===== src/rtl/reorder_buffer_if.sv =====
// Issue/ALU/retire signal bundle for reorder_buffer; the slave modport is the buffer side.
interface reorder_buffer_if #(
    parameter int PTR_W = 3
);
    localparam int CNT_W  = 8;
    localparam int ADDR_W = 32;
    localparam int DATA_W = 32;
    localparam int REG_W  = 5;
    localparam int EXCP_W = 4;
    localparam int UNIT_W = PTR_W + 1;

    logic              i_IDSUE_alloc;
    logic [CNT_W-1:0]  i_IDSUE_cnt;
    logic [ADDR_W-1:0] i_IDSUE_pc;
    logic [UNIT_W-1:0] o_IDSUE_u;
    logic              o_IDSUE_full;
    logic [CNT_W-1:0]  i_ALU_cnt;
    logic [ADDR_W-1:0] i_ALU_newpc;
    logic [DATA_W-1:0] i_ALU_result;
    logic [REG_W-1:0]  i_ALU_rd;
    logic [EXCP_W-1:0] i_ALU_excp;
    logic [UNIT_W-1:0] o_ROB_u;
    logic [DATA_W-1:0] o_ROB_udata;
    logic              o_REG_we;
    logic [REG_W-1:0]  o_REG_rd;
    logic [DATA_W-1:0] o_REG_data;
    logic              o_PC_redirect;
    logic [ADDR_W-1:0] o_PC_target;
    logic              o_excp_valid;
    logic [EXCP_W-1:0] o_excp_code;
    logic [ADDR_W-1:0] o_excp_pc;

    modport slave (
        input  i_IDSUE_alloc, i_IDSUE_cnt, i_IDSUE_pc,
        input  i_ALU_cnt, i_ALU_newpc, i_ALU_result, i_ALU_rd, i_ALU_excp,
        output o_IDSUE_u, o_IDSUE_full, o_ROB_u, o_ROB_udata,
        output o_REG_we, o_REG_rd, o_REG_data, o_PC_redirect, o_PC_target,
        output o_excp_valid, o_excp_code, o_excp_pc
    );

    modport master (
        output i_IDSUE_alloc, i_IDSUE_cnt, i_IDSUE_pc,
        output i_ALU_cnt, i_ALU_newpc, i_ALU_result, i_ALU_rd, i_ALU_excp,
        input  o_IDSUE_u, o_IDSUE_full, o_ROB_u, o_ROB_udata,
        input  o_REG_we, o_REG_rd, o_REG_data, o_PC_redirect, o_PC_target,
        input  o_excp_valid, o_excp_code, o_excp_pc
    );
endinterface


===== src/rtl/reorder_buffer.sv =====
// In-order retirement buffer: tag-matched completion, unit broadcast, in-order commit with flush.
// Optional ROB_BYPASS_EN drives the broadcast combinationally from the completion match.
module reorder_buffer #(
    parameter int DEPTH = 8,
    parameter int PTR_W = 3
) (
    input logic             clk,
    input logic             rst,
    reorder_buffer_if.slave rob
);
    localparam int CNT_W  = 8;
    localparam int ADDR_W = 32;
    localparam int DATA_W = 32;
    localparam int REG_W  = 5;
    localparam int EXCP_W = 4;
    localparam int UNIT_W = PTR_W + 1;
    localparam logic [ADDR_W-1:0] PC_STEP = 32'd4;

    logic [DEPTH-1:0]  busy_r, done_r;
    logic [CNT_W-1:0]  cnt_r    [DEPTH];
    logic [ADDR_W-1:0] pc_r     [DEPTH];
    logic [ADDR_W-1:0] newpc_r  [DEPTH];
    logic [DATA_W-1:0] result_r [DEPTH];
    logic [REG_W-1:0]  rd_r     [DEPTH];
    logic [EXCP_W-1:0] excp_r   [DEPTH];

    logic [PTR_W-1:0]  head_r, tail_r;
    logic [PTR_W:0]    count_r;
    logic              full_r;
    logic [UNIT_W-1:0] unit_r;

    logic [DEPTH-1:0]  hit_vec_s;
    logic              hit_s, cap_s;
    logic [PTR_W-1:0]  hit_idx_s;
    logic              commit_s, excp_s, redirect_s, write_s, flush_s, retire_s, alloc_ok_s;
    logic [PTR_W-1:0]  head_next_s, tail_next_s;
    logic [PTR_W:0]    count_next_s;

    logic              reg_we_r, redirect_r, excp_valid_r;
    logic [REG_W-1:0]  reg_rd_r;
    logic [DATA_W-1:0] reg_data_r, udata_r;
    logic [ADDR_W-1:0] target_r, excp_pc_r;
    logic [EXCP_W-1:0] excp_code_r;

    // Associative match of the ALU tag against in-flight, not-yet-done entries
    always_comb begin
        hit_idx_s = '0;
        for (int i = 0; i < DEPTH; i++) begin
            hit_vec_s[i] = busy_r[i] && !done_r[i] && (cnt_r[i] == rob.i_ALU_cnt);
            hit_idx_s    = hit_vec_s[i] ? PTR_W'(i) : hit_idx_s;
        end
        hit_s = |hit_vec_s;
    end

    // Head commit decode and pointer/count next-state; a flush discards same-cycle alloc and completion
    always_comb begin
        commit_s     = busy_r[head_r] && done_r[head_r];
        excp_s       = commit_s && (excp_r[head_r] != '0);
        write_s      = commit_s && !excp_s && (rd_r[head_r] != '0);
        redirect_s   = commit_s && !excp_s && (newpc_r[head_r] != (pc_r[head_r] + PC_STEP));
        flush_s      = excp_s || redirect_s;
        retire_s     = commit_s && !flush_s;
        cap_s        = hit_s && !flush_s;
        alloc_ok_s   = rob.i_IDSUE_alloc && !full_r && !flush_s;
        head_next_s  = flush_s ? '0 : head_r + PTR_W'(retire_s);
        tail_next_s  = flush_s ? '0 : tail_r + PTR_W'(alloc_ok_s);
        count_next_s = flush_s ? '0 : count_r + (PTR_W+1)'(alloc_ok_s) - (PTR_W+1)'(retire_s);
    end

    // Pointers, occupancy and per-entry valid bits
    always_ff @(posedge clk) begin
        if (rst) begin
            busy_r  <= '0;
            done_r  <= '0;
            head_r  <= '0;
            tail_r  <= '0;
            count_r <= '0;
            full_r  <= 1'b0;
            unit_r  <= UNIT_W'(1);
        end else begin
            head_r  <= head_next_s;
            tail_r  <= tail_next_s;
            count_r <= count_next_s;
            full_r  <= (count_next_s == (PTR_W+1)'(DEPTH));
            unit_r  <= {1'b0, tail_next_s} + UNIT_W'(1);
            if (flush_s) begin
                busy_r <= '0;
                done_r <= '0;
            end else begin
                if (retire_s) begin
                    busy_r[head_r] <= 1'b0;
                    done_r[head_r] <= 1'b0;
                end
                if (alloc_ok_s) begin
                    busy_r[tail_r] <= 1'b1;
                    done_r[tail_r] <= 1'b0;
                end
                if (cap_s) begin
                    done_r[hit_idx_s] <= 1'b1;
                end
            end
        end
    end

    // Entry payload; qualified by the valid bits so it needs no reset
    always_ff @(posedge clk) begin
        if (alloc_ok_s) begin
            cnt_r[tail_r] <= rob.i_IDSUE_cnt;
            pc_r[tail_r]  <= rob.i_IDSUE_pc;
        end
        if (cap_s) begin
            newpc_r[hit_idx_s]  <= rob.i_ALU_newpc;
            result_r[hit_idx_s] <= rob.i_ALU_result;
            rd_r[hit_idx_s]     <= rob.i_ALU_rd;
            excp_r[hit_idx_s]   <= rob.i_ALU_excp;
        end
    end

    // Registered commit strobes; data fields hold their last value between pulses
    always_ff @(posedge clk) begin
        if (rst) begin
            reg_we_r     <= 1'b0;
            reg_rd_r     <= '0;
            reg_data_r   <= '0;
            redirect_r   <= 1'b0;
            target_r     <= '0;
            excp_valid_r <= 1'b0;
            excp_code_r  <= '0;
            excp_pc_r    <= '0;
        end else begin
            reg_we_r     <= write_s;
            redirect_r   <= redirect_s;
            excp_valid_r <= excp_s;
            if (write_s) begin
                reg_rd_r   <= rd_r[head_r];
                reg_data_r <= result_r[head_r];
            end
            if (redirect_s) begin
                target_r <= newpc_r[head_r];
            end
            if (excp_s) begin
                excp_code_r <= excp_r[head_r];
                excp_pc_r   <= pc_r[head_r];
            end
        end
    end

`ifdef ROB_BYPASS_EN
    // Last broadcast value, shown while no completion is matching
    always_ff @(posedge clk) begin
        if (rst) begin
            udata_r <= '0;
        end else if (cap_s) begin
            udata_r <= rob.i_ALU_result;
        end
    end

    assign rob.o_ROB_u     = cap_s ? ({1'b0, hit_idx_s} + UNIT_W'(1)) : UNIT_W'(0);
    assign rob.o_ROB_udata = cap_s ? rob.i_ALU_result : udata_r;
`else
    logic [UNIT_W-1:0] bcast_u_r;

    // One-cycle registered broadcast following the capture edge
    always_ff @(posedge clk) begin
        if (rst) begin
            bcast_u_r <= '0;
            udata_r   <= '0;
        end else begin
            bcast_u_r <= cap_s ? ({1'b0, hit_idx_s} + UNIT_W'(1)) : UNIT_W'(0);
            if (cap_s) begin
                udata_r <= rob.i_ALU_result;
            end
        end
    end

    assign rob.o_ROB_u     = bcast_u_r;
    assign rob.o_ROB_udata = udata_r;
`endif

    assign rob.o_IDSUE_u     = unit_r;
    assign rob.o_IDSUE_full  = full_r;
    assign rob.o_REG_we      = reg_we_r;
    assign rob.o_REG_rd      = reg_rd_r;
    assign rob.o_REG_data    = reg_data_r;
    assign rob.o_PC_redirect = redirect_r;
    assign rob.o_PC_target   = target_r;
    assign rob.o_excp_valid  = excp_valid_r;
    assign rob.o_excp_code   = excp_code_r;
    assign rob.o_excp_pc     = excp_pc_r;
endmodule


===== src/flat_wrapper.sv =====
// flat-port wrapper written by rule: the top's interface ports become plain ports
module reorder_buffer_flat 
#(
    parameter int DEPTH = 8,
    parameter int PTR_W = 3
)
  (clk, rst, rob_i_IDSUE_alloc, rob_i_IDSUE_cnt, rob_i_IDSUE_pc, rob_i_ALU_cnt, rob_i_ALU_newpc, rob_i_ALU_result, rob_i_ALU_rd, rob_i_ALU_excp, rob_o_IDSUE_u, rob_o_IDSUE_full, rob_o_ROB_u, rob_o_ROB_udata, rob_o_REG_we, rob_o_REG_rd, rob_o_REG_data, rob_o_PC_redirect, rob_o_PC_target, rob_o_excp_valid, rob_o_excp_code, rob_o_excp_pc);
  reorder_buffer_if #(.PTR_W(PTR_W)) rob_i ();
  input logic clk;
  input logic rst;
  input wire logic [$bits(rob_i.i_IDSUE_alloc)-1:0] rob_i_IDSUE_alloc;
  input wire logic [$bits(rob_i.i_IDSUE_cnt)-1:0] rob_i_IDSUE_cnt;
  input wire logic [$bits(rob_i.i_IDSUE_pc)-1:0] rob_i_IDSUE_pc;
  input wire logic [$bits(rob_i.i_ALU_cnt)-1:0] rob_i_ALU_cnt;
  input wire logic [$bits(rob_i.i_ALU_newpc)-1:0] rob_i_ALU_newpc;
  input wire logic [$bits(rob_i.i_ALU_result)-1:0] rob_i_ALU_result;
  input wire logic [$bits(rob_i.i_ALU_rd)-1:0] rob_i_ALU_rd;
  input wire logic [$bits(rob_i.i_ALU_excp)-1:0] rob_i_ALU_excp;
  output wire logic [$bits(rob_i.o_IDSUE_u)-1:0] rob_o_IDSUE_u;
  output wire logic [$bits(rob_i.o_IDSUE_full)-1:0] rob_o_IDSUE_full;
  output wire logic [$bits(rob_i.o_ROB_u)-1:0] rob_o_ROB_u;
  output wire logic [$bits(rob_i.o_ROB_udata)-1:0] rob_o_ROB_udata;
  output wire logic [$bits(rob_i.o_REG_we)-1:0] rob_o_REG_we;
  output wire logic [$bits(rob_i.o_REG_rd)-1:0] rob_o_REG_rd;
  output wire logic [$bits(rob_i.o_REG_data)-1:0] rob_o_REG_data;
  output wire logic [$bits(rob_i.o_PC_redirect)-1:0] rob_o_PC_redirect;
  output wire logic [$bits(rob_i.o_PC_target)-1:0] rob_o_PC_target;
  output wire logic [$bits(rob_i.o_excp_valid)-1:0] rob_o_excp_valid;
  output wire logic [$bits(rob_i.o_excp_code)-1:0] rob_o_excp_code;
  output wire logic [$bits(rob_i.o_excp_pc)-1:0] rob_o_excp_pc;
  assign rob_i.i_IDSUE_alloc = rob_i_IDSUE_alloc;
  assign rob_i.i_IDSUE_cnt = rob_i_IDSUE_cnt;
  assign rob_i.i_IDSUE_pc = rob_i_IDSUE_pc;
  assign rob_i.i_ALU_cnt = rob_i_ALU_cnt;
  assign rob_i.i_ALU_newpc = rob_i_ALU_newpc;
  assign rob_i.i_ALU_result = rob_i_ALU_result;
  assign rob_i.i_ALU_rd = rob_i_ALU_rd;
  assign rob_i.i_ALU_excp = rob_i_ALU_excp;
  assign rob_o_IDSUE_u = rob_i.o_IDSUE_u;
  assign rob_o_IDSUE_full = rob_i.o_IDSUE_full;
  assign rob_o_ROB_u = rob_i.o_ROB_u;
  assign rob_o_ROB_udata = rob_i.o_ROB_udata;
  assign rob_o_REG_we = rob_i.o_REG_we;
  assign rob_o_REG_rd = rob_i.o_REG_rd;
  assign rob_o_REG_data = rob_i.o_REG_data;
  assign rob_o_PC_redirect = rob_i.o_PC_redirect;
  assign rob_o_PC_target = rob_i.o_PC_target;
  assign rob_o_excp_valid = rob_i.o_excp_valid;
  assign rob_o_excp_code = rob_i.o_excp_code;
  assign rob_o_excp_pc = rob_i.o_excp_pc;
  reorder_buffer #(.DEPTH(DEPTH), .PTR_W(PTR_W)) u_core (.clk(clk), .rst(rst), .rob(rob_i));
endmodule

===== config.mk =====
export PLATFORM = sky130hd
export DESIGN_NAME = reorder_buffer_flat
export DESIGN_NICKNAME = d
export VERILOG_FILES = /design/src/rtl/reorder_buffer_if.sv /design/src/rtl/reorder_buffer.sv /design/src/flat_wrapper.sv
export SDC_FILE = /design/constraint.sdc
export NUM_CORES = 1
export LEC_CHECK = 0
export BUFFER_PORTS_ARGS = -buffer_cell sky130_fd_sc_hd__buf_4
export CORE_MARGIN = 2
export CORE_UTILIZATION = 40
export CTS_CLUSTER_SIZE = 30
export DETAILED_ROUTE_END_ITERATION = 6
export PLACE_DENSITY_LB_ADDON = 0.12
export SKIP_CTS_REPAIR_TIMING = 1
export SYNTH_ARGS = -nofsm -noshare
export SYNTH_HDL_FRONTEND = slang
export SYNTH_SLANG_ARGS = --single-unit

===== constraint.sdc =====
create_clock -name clk -period 17.4 [get_ports clk]
set_input_delay 0.87 -clock clk [delete_from_list [all_inputs] [get_ports clk]]
set_output_delay 0.87 -clock clk [all_outputs]
set_load 0.02 [all_outputs]

Yosys cells after proc, flatten, opt, wreduce, memory -nomap -nowiden
Memory sizes are Yosys's and may differ from the RTL's. A register that Yosys moved wholly into a read port is not among the register bits.
Index checks and enable logic that the tools add are counted.
Operators by class
  add/sub/neg operators: 7
  magnitude comparators: 6
  equality and inequality tests: 10
  muxes and demuxes: 38
  bitwise operators: 8
  reduce and logical (&&, ||, !) cells: 45
Operators by type and width (count)
  8-bit 2-to-1 mux: 11
  8-bit == test: 8
  3-bit 2-to-1 mux: 11
  32-bit by 3-bit adder with 32-bit output, second input constant: 1
  32-bit inequality test: 1
  1-bit logical AND: 28
  8-bit AND: 3
  8-bit NOT: 2
  8-bit bitwise OR: 2
  3-bit by 4-bit less-than comparator with 1-bit output, second input constant: 3
  1-bit zero test: 11
  1-bit 2-to-1 mux: 10
  1-bit demux with 3-bit select: 3
  3-bit by 1-bit >= comparator with 1-bit output, second input constant: 3
  3-bit by 1-bit adder with 4-bit output, second input constant: 2
  8-bit OR reduction: 1
  3-bit by 1-bit adder with 3-bit output: 2
  1-bit binary-select mux with 3-bit select: 2
  5-bit nonzero test: 1
  4-bit by 1-bit adder with 4-bit output: 1
  4-bit == test, second input constant: 1
  4-bit 2-to-1 mux: 1
  4-bit nonzero test: 1
  2-bit OR reduction: 2
  3 further kinds: 3
Storage, ports and cells
  register bits: 143
  memory bits (writable): 904
  input port bits: 124
  output and inout port bits: 149
  logic and storage cells: 136
  memories: 6
Memories
  u_core.newpc_r: depth 8, width 32, rd ports 1, clocked after memory_dff 1, write ports 1, line reorder_buffer.sv:22  | logic [ADDR_W-1:0] newpc_r [DEPTH];
  u_core.pc_r: depth 8, width 32, rd ports 1, clocked after memory_dff 1, write ports 1, line reorder_buffer.sv:21  | logic [ADDR_W-1:0] pc_r [DEPTH];
  u_core.result_r: depth 8, width 32, rd ports 1, clocked after memory_dff 1, write ports 1, line reorder_buffer.sv:23  | logic [DATA_W-1:0] result_r [DEPTH];
  u_core.cnt_r: depth 8, width 8, rd ports 8, clocked after memory_dff 0, write ports 1, line reorder_buffer.sv:20  | logic [CNT_W-1:0] cnt_r [DEPTH];
  u_core.rd_r: depth 8, width 5, rd ports 1, clocked after memory_dff 1, write ports 1, line reorder_buffer.sv:24  | logic [REG_W-1:0] rd_r [DEPTH];
  u_core.excp_r: depth 8, width 4, rd ports 1, clocked after memory_dff 1, write ports 1, line reorder_buffer.sv:25  | logic [EXCP_W-1:0] excp_r [DEPTH];

Longest topological paths before layout
  depth in word-level cells: 19
  depth in mapped cells: 23
  depth with buffers taken out: 20

Worst setup path before layout
No wires, ideal clock.
  kind: reg-to-reg
  start: register u_core.head_r[0]
  end: memory u_core.excp_r[0][0], enable pin
  setup time: 0.713 ns
  arrival time: 11.333 ns
  data required time: 16.687 ns
  setup slack: 5.354 ns
  cell stages (with the launch flop): 18
  path buffers: 4
  clock period less this slack: 12.046 ns
  cells stage by stage: dfxtp_1 -> buf_4 -> buf_6 -> inv_1 -> buf_4 -> mux2i_1 -> inv_1 -> ha_1 -> inv_1 -> or4_1 -> nor3_1 -> and4b_1 -> nand3_1 -> xnor2_1 -> or4b_1 -> o31a_1 -> buf_2 -> nor4b_1
On the way
  cells in the longest elaborated chain, start to end: 12
  elaborated cells between the ends (all ways): 14
  classes of those cells: 6 x mux; 8 x reduce/logical
Ends and longest elaborated chain
  start: declaration: line reorder_buffer.sv:27  | logic [PTR_W-1:0] head_r, tail_r;
  start signal: assignment: line reorder_buffer.sv:81  | head_r <= head_next_s;
  1-bit binary-select mux with 3-bit select: line reorder_buffer.sv:57  | commit_s = busy_r[head_r] && done_r[head_r];
  1-bit 2-to-1 mux (not written as such): line reorder_buffer.sv:57
  1-bit logical AND *: line reorder_buffer.sv:57
  1-bit logical AND: line reorder_buffer.sv:58  | excp_s = commit_s && (excp_r[head_r] != '0);
  1-bit zero test: line reorder_buffer.sv:60  | redirect_s = commit_s && !excp_s && (newpc_r[head_r] != (pc_r[head_r] + PC_STEP));
  1-bit logical AND (2 in a row): line reorder_buffer.sv:60
  1-bit logical OR *: line reorder_buffer.sv:61  | flush_s = excp_s || redirect_s;
  1-bit zero test *: line reorder_buffer.sv:63  | cap_s = hit_s && !flush_s;
  1-bit logical AND *: line reorder_buffer.sv:63
  1-bit 2-to-1 mux *: line reorder_buffer.sv:111  | if (cap_s) begin
  1-bit 2-to-1 mux (not written as such) *: line reorder_buffer.sv:115  | excp_r[hit_idx_s] <= rob.i_ALU_excp;
  end: declaration: line reorder_buffer.sv:25
Mark *: on every way between the ends. The rest lies on a longest branch, timed or not. The select of a mux whose other input is x is not followed.

Worst setup path after layout
  start: register u_core.head_r[0]
  end: memory u_core.newpc_r[7][8], enable pin
On the way
  cells in the longest elaborated chain, start to end: 12
  elaborated cells between the ends (all ways): 14
  classes of those cells: 6 x mux; 8 x reduce/logical
Ends and longest elaborated chain
  1-bit binary-select mux with 3-bit select: line reorder_buffer.sv:57
  1-bit 2-to-1 mux (not written as such): line reorder_buffer.sv:57
  1-bit logical AND *: line reorder_buffer.sv:57
  1-bit logical AND: line reorder_buffer.sv:58
  1-bit zero test: line reorder_buffer.sv:60
  1-bit logical AND (2 in a row): line reorder_buffer.sv:60
  1-bit logical OR *: line reorder_buffer.sv:61
  1-bit zero test *: line reorder_buffer.sv:63
  1-bit logical AND *: line reorder_buffer.sv:63
  1-bit 2-to-1 mux *: line reorder_buffer.sv:111
  1-bit 2-to-1 mux (not written as such) *: line reorder_buffer.sv:112  | newpc_r[hit_idx_s] <= rob.i_ALU_newpc;
  end: declaration: line reorder_buffer.sv:22
Marks and branches as above.

==> results.yml <==
global_routing:
  grt_pass1_vias: 24403
  grt_pass1_wl_microns: 173000
  grt_start_max_net_pins: 116
  grtUsageTotal: 0.224
  grt_overflow_total: 0
  antenna_found_initial: 11
timing:
  slew_headroom: 0.177
  hold_viol: 0
  tightestPinTransition_ns: 1.23
  fin_skew_ns: 0.0414
  setup_viol: 0
  rsz0062_at_grt: "no"
  fin_setup_tns_ns: 0
  finalCritPeriodShare: 0.452
  slew_viol_final: 0
  fmax_mhz: 127
  period_minus_slack_ns: 7.87
cells_and_area:
  mostFrequentLayoutCell: "edfxtp_1"
  final_layout_size_suffix_gt1_frac: 0.228
  final_cell_mix: "edfxtp_1, buf_4, dfxtp_1"
  final_nets: 2949
  syn_to_final_growth_pct: 17.3
  fillers: 8930
logic_synthesis:
  synthCells: 2522
  synth_flop_cell: "edfxtp_1"
  synth-async-reset-ratio: 0
  synth_nets: 2658
  synth-edff-count: 904
  syn_area_per_cell_sq_um: 16.6
  synth-seq-area-share: 0.733
  synth_area_leader_cell: "edfxtp_1"
  ys_ff_latch: 1079
  synthTopCellsByArea: "edfxtp_1, dfxtp_1, mux4_2, a22oi_1, mux2i_1"
  ys_types: 92
  syn_area_sq_mm: 0.0418
  ys_warn_count: 0
  synth_top_area_share: 0.649
critical_path:
  cp-end-kind: "flip-flop"
  crit_arrival_ns: 8.20
  crit_type: "flip-flop to flip-flop"
  worst-path-max-fanout: 59
  startpoint_type: "flip-flop"
  critPathRequiredTime_ns: 17.73
placement:
  place_hpwl_microns: 73200
  gp_congestion: 0.844
  portBuffers: 272
detailed_routing:
  drtPass1Iterations: 5
  drc_errors: 0
  via_count: 24231
  ant_nets: 0
  drt_wl_total_microns: 121000
  routed_via_density: 5.64
  wl_per_cell_microns: 28.3
  drt-initial-drc-count: 2334
clock_network:
  cts_tree: "done"
  cts_buffers: 114
  cts_sinks: 1079
  ctsRootBufferMaster: "clkbuf_16"
  cts.clk_slew.worst_paths_ns: 0.06
  insertion_delay_ns: 0.72
  cts_buffer_depth: 3
  h-tree-depth: 3
die:
  fp.dieH_microns: 327
  rows: 118
  core_sq_mm: 0.104
  die_area_sq_mm: 0.107
  start_util: 0.403
  io_pins: 273
  die_w_microns: 327
flow_run:
  cap_violations: 0
worst_hold_path:
  hold_path_class: "input pin to flip-flop"
pwr:
  p_total_mw: 5.61
  max-vdd-ir-drop_mv: 0.0793
  powerDensity_mw_per_mm2: 114
  p_leak_nw: 16.0
status:
  status: "completed"
## stage by stage
| step | hold slack (ns) | utilization | instance area, sq um | cells | setup slack (ns) |
|---|---|---|---|---|---|
| after global placement | 0.452 | 0.437 | 45300 | 4077 | 9.42 |
| after global routing | 0.373 | 0.473 | 49000 | 4293 | 9.00 |
| after floorplan | 0.445 | - | 41800 | 2522 | 5.35 |
| after detailed placement | 0.450 | 0.437 | 45300 | 4077 | 9.32 |
| after CTS | 0.344 | 0.473 | 49000 | 4292 | 9.28 |
| final | 0.386 | 0.473 | 49000 | 4294 | 9.53 |
## routing by layer
| layer | share of wire | track usage | up-vias | wire (microns) |
|---|---|---|---|---|
| met4 | 0.025 | 0.0670 | 16 | 3080 |
| met5 | 0.00085 | 0 | - | 103 |
| met3 | 0.083 | 0.0536 | 173 | 10000 |
| met1 | 0.42 | 0.306 | 12480 | 51100 |
| li1 | - | - | 10610 | - |
| met2 | 0.47 | 0.357 | 952 | 57000 |
## kinds of logic (layout without fill, tap and decap cells)
| logic type | after synthesis | in the layout | share of synthesized area |
|---|---|---|---|
| other | 0 | 2 | 0 |
| xor gates and xnor gates | 117 | 117 | 0.0245 |
| AOI/OAI and AO/OA | 484 | 484 | 0.0880 |
| muxes | 215 | 215 | 0.0755 |
| adders and majority gates | 12 | 12 | 0.00377 |
| DFF | 1079 | 1079 | 0.733 |
| buffers and inverters | 166 | 556 | 0.0212 |
| and+or+nand+nor | 449 | 449 | 0.0538 |
## worst max-delay path, stage by stage, from the launching register on
cell and delay, ns:
dfxtp_4 0.82, buf_4 0.52, buf_4 0.60, nor3b_4 0.15
buf_4 0.39, a222oi_1 1.04, xnor2_1 0.14, nor3_1 0.21
mux2i_1 0.10, a21oi_1 0.24, or4b_1 0.56, o31a_2 0.38
buf_4 0.37, or3_1 0.53, clkinv_2 0.60, buf_4 0.67
## area by class of cell
cell class	count	area, sq um	area share
clock inverter	73	688	0.0140
antenna	2	5.00	0.000102
timing repair buffer	320	2430	0.0496
multi-input combinational	1277	10400	0.212
inverter	21	85.1	0.00174
sequential	1079	30700	0.625
tap	1380	1730	0.0352
clock buffer	142	3060	0.0624
## state kept, by name, indices dropped and copies added (netlist names), 32 cells and up
name	flops
u_core.newpc_r	256
u_core.rob.o_PC_target	32
u_core.excp_r	32
u_core.cnt_r	64
u_core.rob.o_ROB_udata	32
u_core.result_r	256
u_core.rob.o_excp_pc	32
u_core.rd_r	40
u_core.rob.o_REG_data	32
u_core.pc_r	256
## final timing paths
| kind | start | end | cells past startpoint | slack (ns) |
|---|---|---|---|---|
| setup reg to reg | u_core.head_r[0] | u_core.newpc_r[7][8] | 15 | 9.53 |
| setup / recovery | u_core.head_r[0] | u_core.newpc_r[7][8] | 15 | 9.53 |
| hold reg to reg | u_core.rob.o_REG_data[27] | u_core.rob.o_REG_data[27] | 2 | 0.46 |
| hold / removal | rob_i_IDSUE_pc[5] | u_core.pc_r[6][5] | 1 | 0.39 |
## Yosys cell counts, types with 33 or more instances
| master | count |
|---|---|
| nand2_1 | 81 |
| clkbuf_1 | 80 |
| a22oi_1 | 157 |
| dfxtp_1 | 175 |
| edfxtp_1 | 904 |
| a21oi_1 | 57 |
| nor3_1 | 33 |
| mux2i_1 | 97 |
| xnor2_1 | 51 |
| a221oi_1 | 43 |
| mux2_2 | 43 |
| mux4_2 | 64 |
| a211oi_1 | 47 |
| xor2_1 | 66 |
| nor2_1 | 172 |
## report_power, final
part	switching, mW	internal, mW
clock network	1.02	1.37
logic	0.223	0.116
registers	0.0189	2.86
Power figures use the tool's default switching activity.
